**src/rtl/div_unit.sv**
```systemverilog
// One restoring-division step per valid cycle, registered with single-cycle latency.
// Chaining WIDTH steps from I = WIDTH-1 down to 0 with R = Q = 0 yields N / D and N % D.
module div_unit #(
    parameter int WIDTH = 10
) (
    input  logic             clk,
    input  logic             rst,
    input  logic             valid_in,
    input  logic [WIDTH-1:0] N,
    input  logic [WIDTH-1:0] D,
    input  logic [WIDTH-1:0] R,
    input  logic [WIDTH-1:0] Q,
    input  logic [WIDTH-1:0] I,
    output logic             valid_out,
    output logic [WIDTH-1:0] NO,
    output logic [WIDTH-1:0] QO,
    output logic [WIDTH-1:0] RO,
    output logic [WIDTH-1:0] IO
);

    localparam logic [WIDTH-1:0] WIDTH_L = WIDTH[WIDTH-1:0];
    localparam logic [WIDTH-1:0] ONE_L   = {{(WIDTH-1){1'b0}}, 1'b1};

    logic             valid_q;
    logic [WIDTH-1:0] n_q, q_q, r_q, i_q;
    logic [WIDTH-1:0] n_d, q_d, r_d, i_d;

    logic             in_range;
    logic [WIDTH-1:0] n_shift;
    logic             bit_sel;
    logic [WIDTH:0]   shifted;
    logic [WIDTH:0]   diff;
    logic             ge;
    logic [WIDTH-1:0] q_mask;

    // The shifted remainder is kept WIDTH+1 bits so R's MSB survives the compare.
    always_comb begin
        in_range = (I < WIDTH_L);
        n_shift  = N >> I;
        bit_sel  = in_range & n_shift[0];
        shifted  = {R, bit_sel};
        diff     = shifted - {1'b0, D};
        ge       = (shifted >= {1'b0, D});
        q_mask   = in_range ? (ONE_L << I) : '0;

        n_d = N;
        i_d = I - ONE_L;
        if (ge) begin
            r_d = diff[WIDTH-1:0];
            q_d = Q | q_mask;
        end else begin
            r_d = shifted[WIDTH-1:0];
            q_d = Q;
        end
    end

    // Results hold while idle; only valid_out follows valid_in every cycle.
    always_ff @(posedge clk) begin
        if (rst) begin
            valid_q <= 1'b0;
            n_q     <= '0;
            q_q     <= '0;
            r_q     <= '0;
            i_q     <= '0;
        end else begin
            valid_q <= valid_in;
            if (valid_in) begin
                n_q <= n_d;
                q_q <= q_d;
                r_q <= r_d;
                i_q <= i_d;
            end
        end
    end

    assign valid_out = valid_q;
    assign NO        = n_q;
    assign QO        = q_q;
    assign RO        = r_q;
    assign IO        = i_q;

endmodule

```
**config.mk**
```make
export PLATFORM = sky130hd
export DESIGN_NAME = div_unit
export DESIGN_NICKNAME = d
export VERILOG_FILES = /design/src/rtl/div_unit.sv
export SDC_FILE = /design/constraint.sdc
export NUM_CORES = 1
export LEC_CHECK = 0
export CORE_MARGIN = 5
export CORE_UTILIZATION = 39
export DETAILED_ROUTE_END_ITERATION = 12
export PLACE_DENSITY = 0.76
export SLEW_MARGIN = 10
export SYNTH_ARGS = -nofsm -noshare
export SYNTH_HDL_FRONTEND = slang
export SYNTH_SLANG_ARGS = --single-unit
```
**constraint.sdc**
```tcl
create_clock -name clk -period 3.05 [get_ports clk]
set_input_delay 0.61 -clock clk [delete_from_list [all_inputs] [get_ports clk]]
set_output_delay 0.61 -clock clk [all_outputs]
set_load 0.01 [all_outputs]
```
---- After elaboration in Yosys (flattened, before gate mapping) ----
Index checks and enable logic that the tools add are counted.
operators by class
  bitwise operators ....................... 2
  $add $sub $neg .......................... 2
  shift-type cells ........................ 2
  mux-type cells .......................... 3
  order comparisons ....................... 2
operators by type and width
  kind                     number
  $mux W10                 3
  $ge A11 B10 Y1           1
  $lt A10 B4 Y1 const B    1
  $or A10 B10 Y10          1
  $shl A1 B10 Y10 const A  1
  $shr A10 B10 Y1          1
  $sub A10 B1 Y10 const B  1
  $sub A10 B10 Y10         1
  $and A1 B1 Y1            1
storage, ports and cells
  output and inout bits ................... 41
  flip-flop bits (word level) ............. 41

---- Longest topological paths before layout ----
Gate-level depths: netlist of run 1.
  depth in word-level cells ............... 4
  mapped depth ............................ 14
  depth with buffers taken out ............ 13

---- Worst setup path before layout of run 1 ----
OpenSTA, ideal clock, no wires.
  path kind ............................... input-to-reg
  start ................................... in I[5]
  end ..................................... reg q_q[2], in the netlist QO[2]
  setup time .............................. 0.092 ns
  slack ................................... 0.184 ns
  buffers on the path ..................... 1
  arrival time ............................ 2.773 ns
  cell stages on the path ................. 11
  required time ........................... 2.958 ns
  path through ............................ or4_4 > nor3_4 > o211ai_2 > ha_1 > nand2b_1 > a21oi_2 > o211ai_2 > nand3_2 > buf_4 > nand3_1 > o32ai_1
on the way
  cells in the longest elaborated chain, start to end .. 4
  elaborated cells between the ends (all ways) .. 8
  those cells by class .................... order compare (2); shift (2); mux (2); bitwise (2)
ends and longest elaborated chain
  element                                            line    text
  start, declared                                    13      input logic [WIDTH-1:0] I,
  $lt A10 B4 Y1 (tied with other cells)              38      in_range = (I < WIDTH_L);
  $and A1 B1 Y1 or $mux W10 (tied branches)          40, 44
  $ge A11 B10 Y1 or $or A10 B10 Y10 (tied branches)  43, 50
  $mux W10 (*)                                       48      if (ge) begin
  end signal, assigned                               69      q_q <= q_d;
  end, declared                                      25      logic [WIDTH-1:0] n_q, q_q, r_q, i_q;
Every way passes the cells marked *; elsewhere a longest branch is shown, timed or not.
A chain may end at the register's enable or synchronous reset.

---- Final worst setup path of run 1 ----
  start ................................... in I[7]
  end ..................................... reg r_q[8], in the netlist RO[8]
on the way
  cells in the longest elaborated chain, start to end .. 4
  elaborated cells between the ends (all ways) .. 6
  those cells by class .................... add/sub (1); order compare (2); shift (1); mux (1); bitwise (1)
ends and longest elaborated chain
  element                                             line    text
  $lt A10 B4 Y1 or $shr A10 B10 Y1 (tied branches)    38, 39
  $and A1 B1 Y1 (*)                                   40      bit_sel = in_range & n_shift[0];
  $sub A10 B10 Y10 or $ge A11 B10 Y1 (tied branches)  42, 43
  $mux W10 (*)                                        48
  end signal, assigned                                70      r_q <= r_d;
  end, declared                                       25
Marks and branches as above.

==> flow_metrics.env, run 1 <==
export IMPL_grtUsageTotal_pct=18.1
export IMPL_tns_ns=0
export IMPL_post_synth_cell_area_avg_sq_um=8.88
export IMPL_globalplace_congestion=0.859
export IMPL_yosys_warnings=0
export IMPL_fin_crit_ns=2.96
export IMPL_clock_latency_ns=0.29
export IMPL_startpoint_type="input port"
export IMPL_cts_hold_buffers=0
export IMPL_io_pin_count=94
export IMPL_cp_required_ns=3.21
export IMPL_wl_um=6970
export IMPL_io_buffers=93
export IMPL_hpwl_um=5290
export IMPL_period_share_pct=97.0
export IMPL_drv_cap=0
export IMPL_via_count=2344
export IMPL_dr_first_iter_drc_count=107
export IMPL_dr_pass1_iters=4
export IMPL_setup_viol=0
export IMPL_peakVddDrop_mv=0.238
export IMPL_crit_slowest_cell="or4_4"
export IMPL_route_detailed_drc=0
export IMPL_drive_gt1_share_pct=16.7
export IMPL_die_y_um=87.5
export IMPL_clock_skew_ns=0
export IMPL_final_hold_viol_count=0
export IMPL_num_antenna_cells=0
export IMPL_r2r_setup_slack_ns=2.16
export IMPL_grt_max_degree=42
export IMPL_std_cell_rows=28
export IMPL_grt_pass1_wl_um=11200
export IMPL_status="complete, no violations"
export IMPL_grt_ovfl_total=0
export IMPL_rsz0062_at_grt="false"
export IMPL_hold_class="reg2reg"
export IMPL_start_util_pct=39.8
export IMPL_arrival_ns=3.12
export IMPL_cts_tree="yes"
export IMPL_ys_types=48
export IMPL_power_density_mw_per_mm2=402
export IMPL_synth_fp_nets=329
export IMPL_slowest_delay_ns=0.56
export IMPL_p_leak_uw=0.00159
export IMPL_syn_area_sq_mm=0.00234
export IMPL_crit_chain="dlygate4sd2_1 -> or4_4 -> nor3_4 -> o211ai_2 -> ha_2 -> nand4_1 -> o31a_1 -> nand3_4 -> buf_12 -> buf_16 -> mux2i_1 -> a211oi_1"
export IMPL_nNetsFinal=447
export IMPL_first_global_vias=2354
export IMPL_core_sq_mm=0.00589
export IMPL_cp_top_family="simple AND/OR/NAND/NOR gates"
export IMPL_max_freq_mhz=338
export IMPL_path_clk_slew_ns=0.08
export IMPL_detail_route_vias_per_cell=5.12
export IMPL_htreeDepth=2
export IMPL_relSlewSlack_pct=63.3
export IMPL_maxSlewViolCount=0
export IMPL_crit_buf_inv=3
export IMPL_synthCells=264
export IMPL_cts_path_max_buffers=2
export IMPL_die_w_um=87.5
export IMPL_cts_root_buffer="clkbuf_8"
export IMPL_tightest_slew_ns=0.550
export IMPL_ant_nets=0
export IMPL_critPathKind="in2reg"
export IMPL_ys_ff_latch=41
export IMPL_yosysSeqAreaShare_pct=35.0
export IMPL_antenna_found_initial=0
export IMPL_placed_area_sq_mm=0.00350
export IMPL_cp_max_fo=5
export IMPL_final_cell_area_sq_mm=0.00377
export IMPL_routedWlPerCell_um=15.2
export IMPL_cts_sinks=41
export IMPL_syn_to_final_growth_pct=60.9
export IMPL_numCtsBuffers=5
export IMPL_die_area_sq_mm=0.00766
export IMPL_cp_end_kind="flip-flop"
-- registers in the layout, indices dropped and copies added (netlist names) --
signal	cells
valid_out	1
QO	10
RO	10
NO	10
IO	10
-- tightest hold or removal path: cells and delay by family, from the launching register on --
kind / cells / cell delay, ns
AND/OR/NAND/NOR: 1 / 0.09
flip-flops: 1 / 0.32
AO/OA/AOI/OAI: 1 / 0.05
-- synth_stat cells, drive strengths merged --
master   count  share of area, %
or4          1              0.48
o211ai       3               1.4
o22ai       10               2.7
ha          11               5.9
a211o        1              0.37
o21ai        6               1.3
nand3b       2              0.64
inv         13               2.1
nand2b       8               2.1
mux2i       29                12
a211oi      15               5.0
nor2b        1              0.27
xnor2        8               3.0
a21o         2              0.64
nor4         1              0.27
nand3        6               1.5
a2111oi      1              0.37
and2         1              0.27
o2111ai      1              0.37
nand2       12               1.9
a21oi        6               1.4
a311oi       3               1.1
dfxtp       41                35
o211a        1              0.43
nor3b        1              0.32
a311o        1              0.43
and3         1              0.27
o32ai        4               1.5
nand4        2              0.53
o311a        1              0.43
o41ai        1              0.37
xor2         3               1.1
buf          6               1.2
nor3         7               2.0
nor2        36               5.8
mux2         3               1.4
fa           1              0.85
or3          2              0.53
o31ai        1              0.32
clkbuf      10               1.6
o31a         1              0.37
-- placed cells by master, fill, tap and decap left out, drive strengths merged, types with 2 or more instances in the layout --
cell and n:
a211oi 15, o32ai 4, nand3b 2, a21oi 6, mux2 3, nand3 6
or3 2, dfxtp 41, clkdlybuf4s50 85, clkbuf 7, o21ai 6, ha 11
xor2 3, inv 13, nand2 12, xnor2 8, buf 35, o211ai 3
nand2b 8, a311oi 3, nor3 7, nand4 2, a21o 2, dlymetal6s2s 2
o22ai 10, mux2i 29, dlygate4sd2 4, nor2 36
-- where the power goes --
part | switching (uW) | leakage (uW) | internal, uW
logic | 201 | 0.00119 | 260
clock network | 195 | 0.0000574 | 266
registers | 20.4 | 0.000340 | 574
-- final cells by class --
cell class	instances	area (sq um)
Clock buffer	6	82.6
Clock inverter	2	37.5
Fill cell	509	2110
Inverter	13	48.8
Multi-Input combinational cell	194	1470
Sequential cell	41	821
Tap cell	75	93.8
Timing Repair Buffer	127	1220
-- cell families (layout without fill, tap and decap cells) --
group                    count (synthesis)  after routing  synth area share, %
multiplexers                            32             32                 13.8
XOR/XNOR                                11             11                 4.11
AO/OA/AOI/OAI                           58             58                 18.5
adder cells (fa/ha/maj)                 12             12                 6.73
buffers and inverters                   29            148                 4.91
AND/OR/NAND/NOR                         81             81                 16.9
flip-flops                              41             41                 35.0
-- layer usage --
metal / track usage [%] / share of wire [%] / vias up
li1: - / - / 1191
met1: 23.5 / 43 / 1062
met2: 29.8 / 47 / 83
met3: 5.30 / 8.2 / 8
met4: 3.91 / 1.3 / 0
met5: 0 / 0 / -
-- final timing paths --
kind | from | to | cells after the start
worst max-delay path | I[7] | RO[8] | 12
worst min register to register | IO[0] | IO[0] | 2
worst min-delay path | IO[0] | IO[0] | 2
worst max register to register | RO[2] | RO[2] | 2
-- stage by stage --
stage          cells  setup slack, ns  hold WS, ns  power, uW  util (%)
3_5_place_dp     442           -0.589        0.477       1040      59.5
6_report         458           0.0911        0.487       1520      64.1
3_3_place_gp     442           -0.452        0.474       1030      59.5
5_1_grt          458           0.0200        0.496       1590      64.1
4_1_cts          457           0.0261        0.489       1520      63.3
2_1_floorplan    264            0.184        0.498        816         -
-- timing repair --
item	4_1_cts	5_1_grt
cloned	1	0
gates resized for setup	10	13
hold endpoints to repair	0	0
endpoints found under the setup margin	14	18
pin swaps	12	4
buffers inserted	6	1
Power figures use the tool's default switching activity.
==> inputs of run 2 (changes only) <==
Settings changed: CTS_CLUSTER_SIZE set to 8.
==> results of run 2 <==
No change in the layout: final DEF, timing and power equal those of run 1.
==> inputs of run 3 (changes only) <==
Settings changed: CTS_CLUSTER_DIAMETER set to 30.
==> results of run 3 <==
No change in the layout: final DEF, timing and power equal those of run 1.
